File: src/rtl/cache_fill_fsm.sv
// Miss handler for the 2-way set-associative cache: streams the 8 words of a
// missing block from pipelined main memory into the data array, then pulses the tag write.
module cache_fill_fsm #(
  parameter int ADDR_WIDTH      = 16,
  parameter int WORDS_PER_BLOCK = 8
) (
  input  logic                  clk,
  input  logic                  rst_n,
  input  logic                  miss_detected,
  input  logic [ADDR_WIDTH-1:0] miss_address,
  input  logic [15:0]           memory_data,
  input  logic                  memory_data_valid,
  output logic                  fsm_busy,
  output logic                  mem_rd_en,
  output logic [ADDR_WIDTH-1:0] memory_address,
  output logic [ADDR_WIDTH-1:0] cache_address,
  output logic [15:0]           cache_data,
  output logic                  write_data_array,
  output logic                  write_tag_array
);

  localparam int WORD_W   = $clog2(WORDS_PER_BLOCK);
  localparam int OFFSET_W = WORD_W + 1;  // 16-bit words, byte addressed
  localparam int CNT_W    = $clog2(WORDS_PER_BLOCK + 1);

  localparam logic [CNT_W-1:0] CNT_FULL  = CNT_W'(WORDS_PER_BLOCK);
  localparam logic [CNT_W-1:0] CNT_LAST  = CNT_W'(WORDS_PER_BLOCK - 1);
  localparam logic [CNT_W-1:0] CNT_ONE   = CNT_W'(1);

  typedef enum logic [1:0] {
    IDLE = 2'd0,
    FILL = 2'd1,
    TAG  = 2'd2
  } state_t;

  state_t                state;
  logic [ADDR_WIDTH-1:0] base;
  logic [CNT_W-1:0]      req_cnt;
  logic [CNT_W-1:0]      rcv_cnt;

  // Word address inside the block: only the offset field is summed, so the
  // last word of the top block stays at 0x..FE instead of carrying into the tag.
  function automatic logic [ADDR_WIDTH-1:0] word_addr(
    input logic [ADDR_WIDTH-1:0] blk,
    input logic [WORD_W-1:0]     idx
  );
    logic [OFFSET_W-1:0] off;
    off = blk[OFFSET_W-1:0] + {idx, 1'b0};
    return {blk[ADDR_WIDTH-1:OFFSET_W], off};
  endfunction

  // NOTE: all state is updated with non-blocking assignments so every register
  // samples the pre-edge values, independent of statement order.
  always_ff @(posedge clk or negedge rst_n) begin
    if (!rst_n) begin
      state   <= IDLE;
      base    <= '0;
      req_cnt <= '0;
      rcv_cnt <= '0;
    end else begin
      case (state)
        IDLE: begin
          if (miss_detected) begin
            base    <= {miss_address[ADDR_WIDTH-1:OFFSET_W], {OFFSET_W{1'b0}}};
            req_cnt <= '0;
            rcv_cnt <= '0;
            state   <= FILL;
          end
        end
        FILL: begin
          if (req_cnt < CNT_FULL) begin
            req_cnt <= req_cnt + CNT_ONE;
          end
          // Completion tracks returned words only, so memory latency is irrelevant.
          if (memory_data_valid) begin
            rcv_cnt <= rcv_cnt + CNT_ONE;
            if (rcv_cnt == CNT_LAST) begin
              state <= TAG;
            end
          end
        end
        TAG: begin
          state <= IDLE;
        end
        default: begin
          state <= IDLE;
        end
      endcase
    end
  end

  // Outputs decode the registered state; the write strobe follows the memory
  // valid in the same cycle so each returned word lands without extra buffering.
  // NOTE: every output gets a default at the top of always_comb so no path can
  // leave one unassigned and infer a latch.
  always_comb begin
    fsm_busy         = (state != IDLE) | miss_detected;
    mem_rd_en        = 1'b0;
    memory_address   = word_addr(base, req_cnt[WORD_W-1:0]);
    cache_address    = miss_address;
    cache_data       = memory_data;
    write_data_array = 1'b0;
    write_tag_array  = 1'b0;
    case (state)
      FILL: begin
        mem_rd_en        = (req_cnt < CNT_FULL);
        write_data_array = memory_data_valid;
        cache_address    = word_addr(base, rcv_cnt[WORD_W-1:0]);
      end
      TAG: begin
        write_tag_array = 1'b1;
        cache_address   = base;
      end
      default: begin
        cache_address = miss_address;
      end
    endcase
  end

endmodule

File: config.mk
export PLATFORM = sky130hd
export DESIGN_NAME = cache_fill_fsm
export DESIGN_NICKNAME = d
export VERILOG_FILES = /design/src/rtl/cache_fill_fsm.sv
export SDC_FILE = /design/constraint.sdc
export NUM_CORES = 1
export LEC_CHECK = 0
export BUFFER_PORTS_ARGS = -buffer_cell sky130_fd_sc_hd__clkbuf_2
export CAP_MARGIN = 0
export CORE_MARGIN = 4
export CORE_UTILIZATION = 46
export CTS_BUF_LIST = sky130_fd_sc_hd__clkbuf_8
export DETAILED_ROUTE_END_ITERATION = 7
export PLACE_DENSITY_LB_ADDON = 0.2
export SLEW_MARGIN = 40
export SYNTH_ARGS = -nofsm -noshare
export SYNTH_HDL_FRONTEND = slang
export SYNTH_SLANG_ARGS = --single-unit
File: constraint.sdc
create_clock -name clk -period 2.3 [get_ports clk]
set_clock_uncertainty 0.1 [all_clocks]
set_input_delay 0.46 -clock clk [delete_from_list [all_inputs] [get_ports clk]]
set_output_delay 0.46 -clock clk [all_outputs]
set_load 0.005 [all_outputs]
==> results.md, run 1 <==
- HP Class: primary input to asynchronous set/reset pin
- CTS root buf: clkbuf_8
- GRT Util Overall: between 15 and 20%
- Avg Inst Size Synth: between 8 and 9 µm²
- Initial core utilization: approximately 48%
- Slew margin rel.: 61.5%
- Place WS: ~0.23 ns
- Core area: 0.00336 mm²
- Die span in x: 67.4 µm
- Vias: around 1400
- Crit end category: output port
- CP Class: flip-flop to output port
- CP Max Fanout: 12
- Clock Sinks: 22
- Std cell rows: 21
- Fin cells: between 200 and 300
- Post-route ant nets: 0
- Hold slack: between 0.08 and 0.09 ns
- Post-synth ARST share: 100%
- Startpoint Class: flip-flop
- Final period util: 93.6%
- Layout cells sized above 1: 31.3%
- Die Footprint: approximately 0.0045 mm²
- Netlist cell types: 37
- Vias per cell: just under 5
- Fillers: between 300 and 400
- I/O pins: 88
- Outcome: finished clean
- Max Cap Viol: 0
- RePlAce Congestion: roughly 0.85
- Yosys warns: 0
- DRT iter0 DRCs: slightly above 70
- CTS Buffer Depth: 2
- Cell taking the most area after synthesis: dfrtp_1
- Number of global-route vias before repair: between 1000 and 1500
- Post-synth top area share: between 30 and 40%
- CP Data Required Time: 1.74 ns
- Antenna violations before repair: 0
- TritonCTS buffer count: 3
- Seq/Total Area, Yosys: 33.9%
- Main synth FF type: dfrtp_1
- Mapped Cells: roughly 200
- DRC: 0
- Net count, final: 271
- Largest net degree at the start of global routing: 25
- CTS tree: done
- Max IR drop VDD: between 0.8 and 0.9 mV
- Wire per inst: between 10 and 15 µm
- Sequential standard cell area: roughly 550 µm²
- GRT overflow: 0
- Leak: 0.933 nW
- Setup TNS: 0 ns
- Fin. max-slew vios: 0
- # setup viols final: 0
- Setup Buffers After CTS: 0
- Mapped cell area: between 0.0015 and 0.002 mm²
- Post-DP Area: 0.00175 mm²
- Dpl cells: 269
- Routed WL: 3530 µm
- Hold Vio Cnt, Final: 0
- Synthesized flop and latch total: 22
- N_diodes: 0
- First-pass GRT wire length: 5680 µm
- CTS H-tree lvls: 1
- Final min period: 2.15 ns
- Cell area power density: ~1200 mW/mm²
- Crit path DAT: ~1.6 ns
- Number of flops mapped to enable cells by yosys: 0
- Hpwl dp: about 2700 µm
- I/O Buffers: between 50 and 60
- FMAX: approximately 460 MHz
- Multi-input gate area in the final layout: 768 µm²
- Chip height: a little under 70 µm
- Design Area, Final: 0.00181 mm²
- Setup WS post-layout: about 0.15 ns
- Area delta synth->final: 11.6%
- Dominant cells by area after synthesis: dfrtp_1 34%, buf_4 11%, o21ai_0 8.9%
- Clk Latency, worst-skew pair: approximately 0.26 ns
- 1st-pass router iterations: 4
- Clock transition at the registers of the reported paths: approximately 0.080 ns
- RSZ-0062 raised after global routing: no
- Mapped Nets: roughly 240
- Worst slew pin tran: roughly 0.58 ns
-- logic make-up (layout without fill, tap and decap cells) --
| kind of cell | Yosys count | count (layout) | synth area share [%] |
|---|---|---|---|
| compound gates | 48 | 48 | 19.0 |
| fa+ha+maj | 7 | 7 | 5.39 |
| buf+inv | 54 | 83 | 19.3 |
| flops | 22 | 22 | 33.9 |
| mux | 3 | 3 | 2.00 |
| other cells | 1 | 1 | 0.231 |
| simple gates | 63 | 63 | 20.2 |
-- routing by layer --
metal	vias to the layer above	track usage (%)	part of all wire (%)
met5	-	0	0
met4	0	4.30	1.8
met3	12	4.49	7.6
met2	42	26.3	48
met1	607	20.8	43
li1	693	-	-
-- report_power, final --
part           total, W  internal (W)  switching [W]  leakage (nW)
Combinational   0.00118      0.000571       0.000609         0.626
Clock          0.000272      0.000152       0.000120        0.0288
Sequential     0.000719      0.000547       0.000172         0.278
-- layout by cell type, fill, tap and decap left out, types with 2 or more instances in the layout --
| cell type | n |
|---|---|
| clkbuf_2 | 54 |
| nand2_1 | 31 |
| o21ai_0 | 29 |
| dfrtp_1 | 22 |
| inv_1 | 21 |
| ha_1 | 7 |
| a21oi_1 | 6 |
| nand3_1 | 5 |
| nor2b_1 | 4 |
| nor2_1 | 4 |
| clkbuf_8 | 4 |
| nand2b_1 | 3 |
| a221o_1 | 3 |
| nand3b_1 | 3 |
| o311ai_0 | 3 |
| buf_4 | 3 |
| and2_1 | 2 |
| nor3b_1 | 2 |
| a41oi_1 | 2 |
| or3b_2 | 2 |
-- registers in the layout, indices dropped and copies added, names as in the netlist --
name,cells
req_cnt,4
state,2
rcv_cnt,4
base,12
-- cell usage after synthesis, types with 3 or more instances --
cell / number
nand2_1: 31
o21ai_0: 29
buf_4: 23
dfrtp_1: 22
inv_1: 21
ha_1: 7
a21oi_1: 6
clkbuf_1: 5
nand3_1: 5
nor2_1: 4
nor2b_1: 4
a221o_1: 3
buf_6: 3
nand2b_1: 3
nand3b_1: 3
o311ai_0: 3
-- worst paths after layout --
kind	slack, ns	from	cells past startpoint	to
setup reg to reg	0.42	state[1]$_DFFE_PN0P_	5	state[0]$_DFFE_PN0P_
hold reg to reg	0.41	base[7]$_DFFE_PN0P_	2	base[7]$_DFFE_PN0P_
min in group clk	0.35	miss_address[6]	3	base[6]$_DFFE_PN0P_
hold / removal	0.08	rst_n	1	req_cnt[2]$_DFFE_PN0P_
setup / recovery	0.15	state[1]$_DFFE_PN0P_	6	cache_address[8]
max in group asynchronous	1.63	rst_n	1	base[12]$_DFFE_PN0P_
-- critical path: stages, from the launching register on --
cell and delay (ns):
dfrtp_1 0.40, inv_1 0.12, ha_1 0.30, o21a_4 0.24, nand2_1 0.07, o21ai_0 0.07
clkbuf_2 0.14
-- per-stage QoR --
step,power [W],utilization [%]
2_1_floorplan,0.00153,-
3_3_place_gp,0.00189,52.0
3_5_place_dp,0.00191,52.0
4_1_cts,0.00219,53.6
5_1_grt,0.00241,53.9
6_report,0.00217,53.9
-- final cells by class --
cell class / instances / share of cell area, %
inverter: 21 / 4.34
clock buffer: 4 / 3.03
timing repair buffer: 58 / 16.8
sequential: 22 / 30.3
tap: 46 / 3.17
multi-input combinational: 122 / 42.3
-- what timing repair did --
action	CTS	global route
gates resized for setup	1	2
hold buffers	0	0
endpoints found under the setup margin	12	13
(Power assumes the default switching activity.)
==> run 2, diff against run 1 <==
--- a/config.mk
+++ b/config.mk
@@ -8,11 +8,10 @@
 export BUFFER_PORTS_ARGS = -buffer_cell sky130_fd_sc_hd__clkbuf_2
 export CAP_MARGIN = 0
 export CORE_MARGIN = 4
-export CORE_UTILIZATION = 46
-export CTS_BUF_LIST = sky130_fd_sc_hd__clkbuf_8
+export CORE_UTILIZATION = 45
+export CTS_BUF_LIST = sky130_fd_sc_hd__clkbuf_8 sky130_fd_sc_hd__clkbuf_16
 export DETAILED_ROUTE_END_ITERATION = 7
-export PLACE_DENSITY_LB_ADDON = 0.2
-export SLEW_MARGIN = 40
+export PLACE_DENSITY = 0.81
 export SYNTH_ARGS = -nofsm -noshare
 export SYNTH_HDL_FRONTEND = slang
 export SYNTH_SLANG_ARGS = --single-unit
==> run 2 against run 1 <==
Power is 5.9% higher. Clock-buffer cell count shrank 1. Register-to-register slack gained 0.03 ns. Critical path depth down 1.
==> results.md, run 2 (synthesis results as in run 1) <==
- CP Max Fanout: 19 (+7)
- Setup TNS: 0 ns (unchanged)
- HP Class: primary input to asynchronous set/reset pin
- Max Cap Viol: 0 (unchanged)
- Die Footprint: 0.00464 mm² (+2.0%)
- Clock power frac: 15.5% (+3.0 points)
- Slowest Stage Delay on Critical Path: 0.40 ns (about the same)
- N_diodes: 0 (unchanged)
- Fin. max-slew vios: 0 (unchanged)
- Wire per inst: 13.1 µm (+1.3%)
- Worst path cell trace: inv_1, ha_1, buf_6, o21ai_0, clkbuf_2
- Initial core utilization: 47.6% (-0.74 points)
- Largest Register: base
- Crit path DAT: 1.64 ns (+0.05 ns)
- Hold slack: 0.0611 ns (-0.0217 ns)
- Std cell rows: 21 (unchanged)
- Chip height: 68.1 µm (+0.98%)
- CTS tree: done
- Fillers: 324 (-9.0%)
- Number of global-route vias before repair: 1290 (+5.1%)
- Worst slew pin tran: 0.547 ns (-0.0312 ns)
- Layout cells sized above 1: 32.3% (+1.0 points)
- Startpoint Class: flip-flop
- CTS H-tree lvls: 1 (unchanged)
- Final period util: 95.5% (+1.9 points)
- TritonCTS buffer count: 3 (unchanged)
- Vias per cell: 5.06 (+2.1%)
- I/O Buffers: 54 (unchanged)
- Clk Latency, worst-skew pair: 0.27 ns (about the same)
- Routed WL: 3600 µm (+2.0%)
- Biggest regs: base x12, rcv_cnt x4, req_cnt x4
- CP max stage cell: dfrtp_1
- Logic pwr share: 53.4% (-0.9 points)
- Place WS: 0.219 ns (-0.0133 ns)
- Leak: 0.949 nW (+1.7%)
- DRT iter0 DRCs: 82 (+14%)
- NetSw: 0.000930 W (+3.3%)
- Setup slack, reg-to-reg: 0.45 ns (+0.03 ns)
- Outcome: finished clean
- Net count, final: 273 (+0.74%)
- Internal Power: 0.00137 W (+7.8%)
- Largest register FFs: 12 (unchanged)
- Final min period: 2.20 ns (+0.0439 ns)
- CTS Buffer Depth: 2 (unchanged)
- CP Data Required Time: 1.74 ns (about the same)
- I/O pins: 88 (unchanged)
- Clock Sinks: 22 (unchanged)
- Hpwl dp: 2750 µm (+2.4%)
- CTS root buf: clkbuf_8
- Setup WS post-layout: 0.104 ns (-0.0439 ns)
- Core area: 0.00342 mm² (+1.6%)
- Crit end category: output port
- Top Family by Delay on Critical Path: buffers and inverters
- Sequential Power Share: 31.1% (-2.0 points)
- Antenna violations before repair: 0 (unchanged)
- First-pass GRT wire length: 5620 µm (-1.1%)
- Dpl cells: 270 (+0.37%)
- CP Class: flip-flop to output port
- Crit path buf inv count: 3 (+1)
- Clock transition at the registers of the reported paths: 0.08 ns (about the same)
- Hold Vio Cnt, Final: 0 (unchanged)
- Cell area power density: 1240 mW/mm² (+4.0%)
- # setup viols final: 0 (unchanged)
- Most common cell after layout, fill and taps aside: clkbuf_2
- FMAX: 455 MHz (-2.0%)
- Slew margin rel.: 63.6% (+2.1 points)
- Fin util: 54.1% (+0.16 points)
- RePlAce Congestion: 0.765 (-10%)
- Most frequent cells in the layout: 54 x clkbuf_2, 31 x nand2_1, 29 x o21ai_0
- Vias: 1392 (+2.8%)
- Die span in x: 68.1 µm (+0.98%)
- Area delta synth->final: 13.7%
- Hold buffers post-CTS: 0 (unchanged)
- Sw frac: 40.4% (-1.0 points)
- 1st-pass router iterations: 4 (unchanged)
- Post-route ant nets: 0 (unchanged)
- Largest net degree at the start of global routing: 25 (unchanged)
- GRT overflow: 0 (unchanged)
- Max IR drop VDD: 0.666 mV (-19%)
- GRT Util Overall: 15.6% (-0.51 points)
- DRC: 0 (unchanged)
- Fin cells: 275 (+0.73%)
-- run 2: cell count changes in the layout (fill, tap and decap cells not counted) --
| cell | previous run | this run |
|---|---|---|
| clkbuf_8 | 4 | 3 |
| ha_1 | 7 | 6 |
| ha_2 | 0 | 1 |
| bufinv_16 | 0 | 1 |
| buf_4 | 3 | 5 |
-- run 2: power groups by stage --
| stage | clock (W) | sequential [W] | combinational [W] |
|---|---|---|---|
| 6_report | 0.000357 | 0.000715 | 0.00123 |
| 5_1_grt | 0.000386 | 0.000746 | 0.00139 |
| 4_1_cts | 0.000367 | 0.000720 | 0.00120 |
| 3_5_place_dp | 0 | 0.000724 | 0.00120 |
| 3_3_place_gp | 0 | 0.000719 | 0.00116 |
| 2_1_floorplan | 0 | 0.000690 | 0.000836 |
-- run 2: repair_timing --
action,CTS,global route
endpoints found under the setup margin,12,15
gates resized for setup,1,3
buffers inserted,0,1
-- run 2: area by class of cell --
cell class | instances | area [µm²] | share of cell area [%]
multi-input cells | 122 | 771 | 41.7
flip-flops and latches | 22 | 551 | 29.8
clock buffers | 3 | 41.3 | 2.23
repair buffers | 60 | 319 | 17.3
well taps | 46 | 57.6 | 3.11
clock inverters | 1 | 30.0 | 1.62
inverters | 21 | 78.8 | 4.27
-- run 2: metrics by stage --
stage                     power, W  cell area [µm²]
after floorplan            0.00153             1630
after global placement     0.00188             1760
after detailed placement   0.00192             1760
after CTS                  0.00229             1830
after global routing       0.00252             1850
final                      0.00230             1850
-- run 2: final timing paths --
path	start	to	cells past startpoint
setup / recovery	state[1]$_DFFE_PN0P_	cache_address[2]	5
max in group asynchronous	rst_n	state[0]$_DFFE_PN0P_	1
setup reg to reg	state[0]$_DFFE_PN0P_	state[0]$_DFFE_PN0P_	5
hold / removal	rst_n	base[10]$_DFFE_PN0P_	1
hold reg to reg	base[13]$_DFFE_PN0P_	base[13]$_DFFE_PN0P_	2
min in group clk	miss_address[8]	base[8]$_DFFE_PN0P_	3
-- run 2: worst register-to-register path, cell delays in order (launching register included) --
cell and delay [ns]:
dfrtp_1 0.39, buf_4 0.15, ha_2 0.22, nor2b_2 0.19, a2111oi_4 0.34, mux2_1 0.36
-- run 2: metal layers --
| layer | GRT usage, % | part of all wire, % | up-vias |
|---|---|---|---|
| met5 | 0 | 0 | - |
| met4 | 7.94 | 1.6 | 0 |
| met3 | 2.79 | 5.2 | 9 |
| met2 | 24.4 | 50 | 35 |
| met1 | 20.4 | 44 | 648 |
| li1 | - | - | 700 |
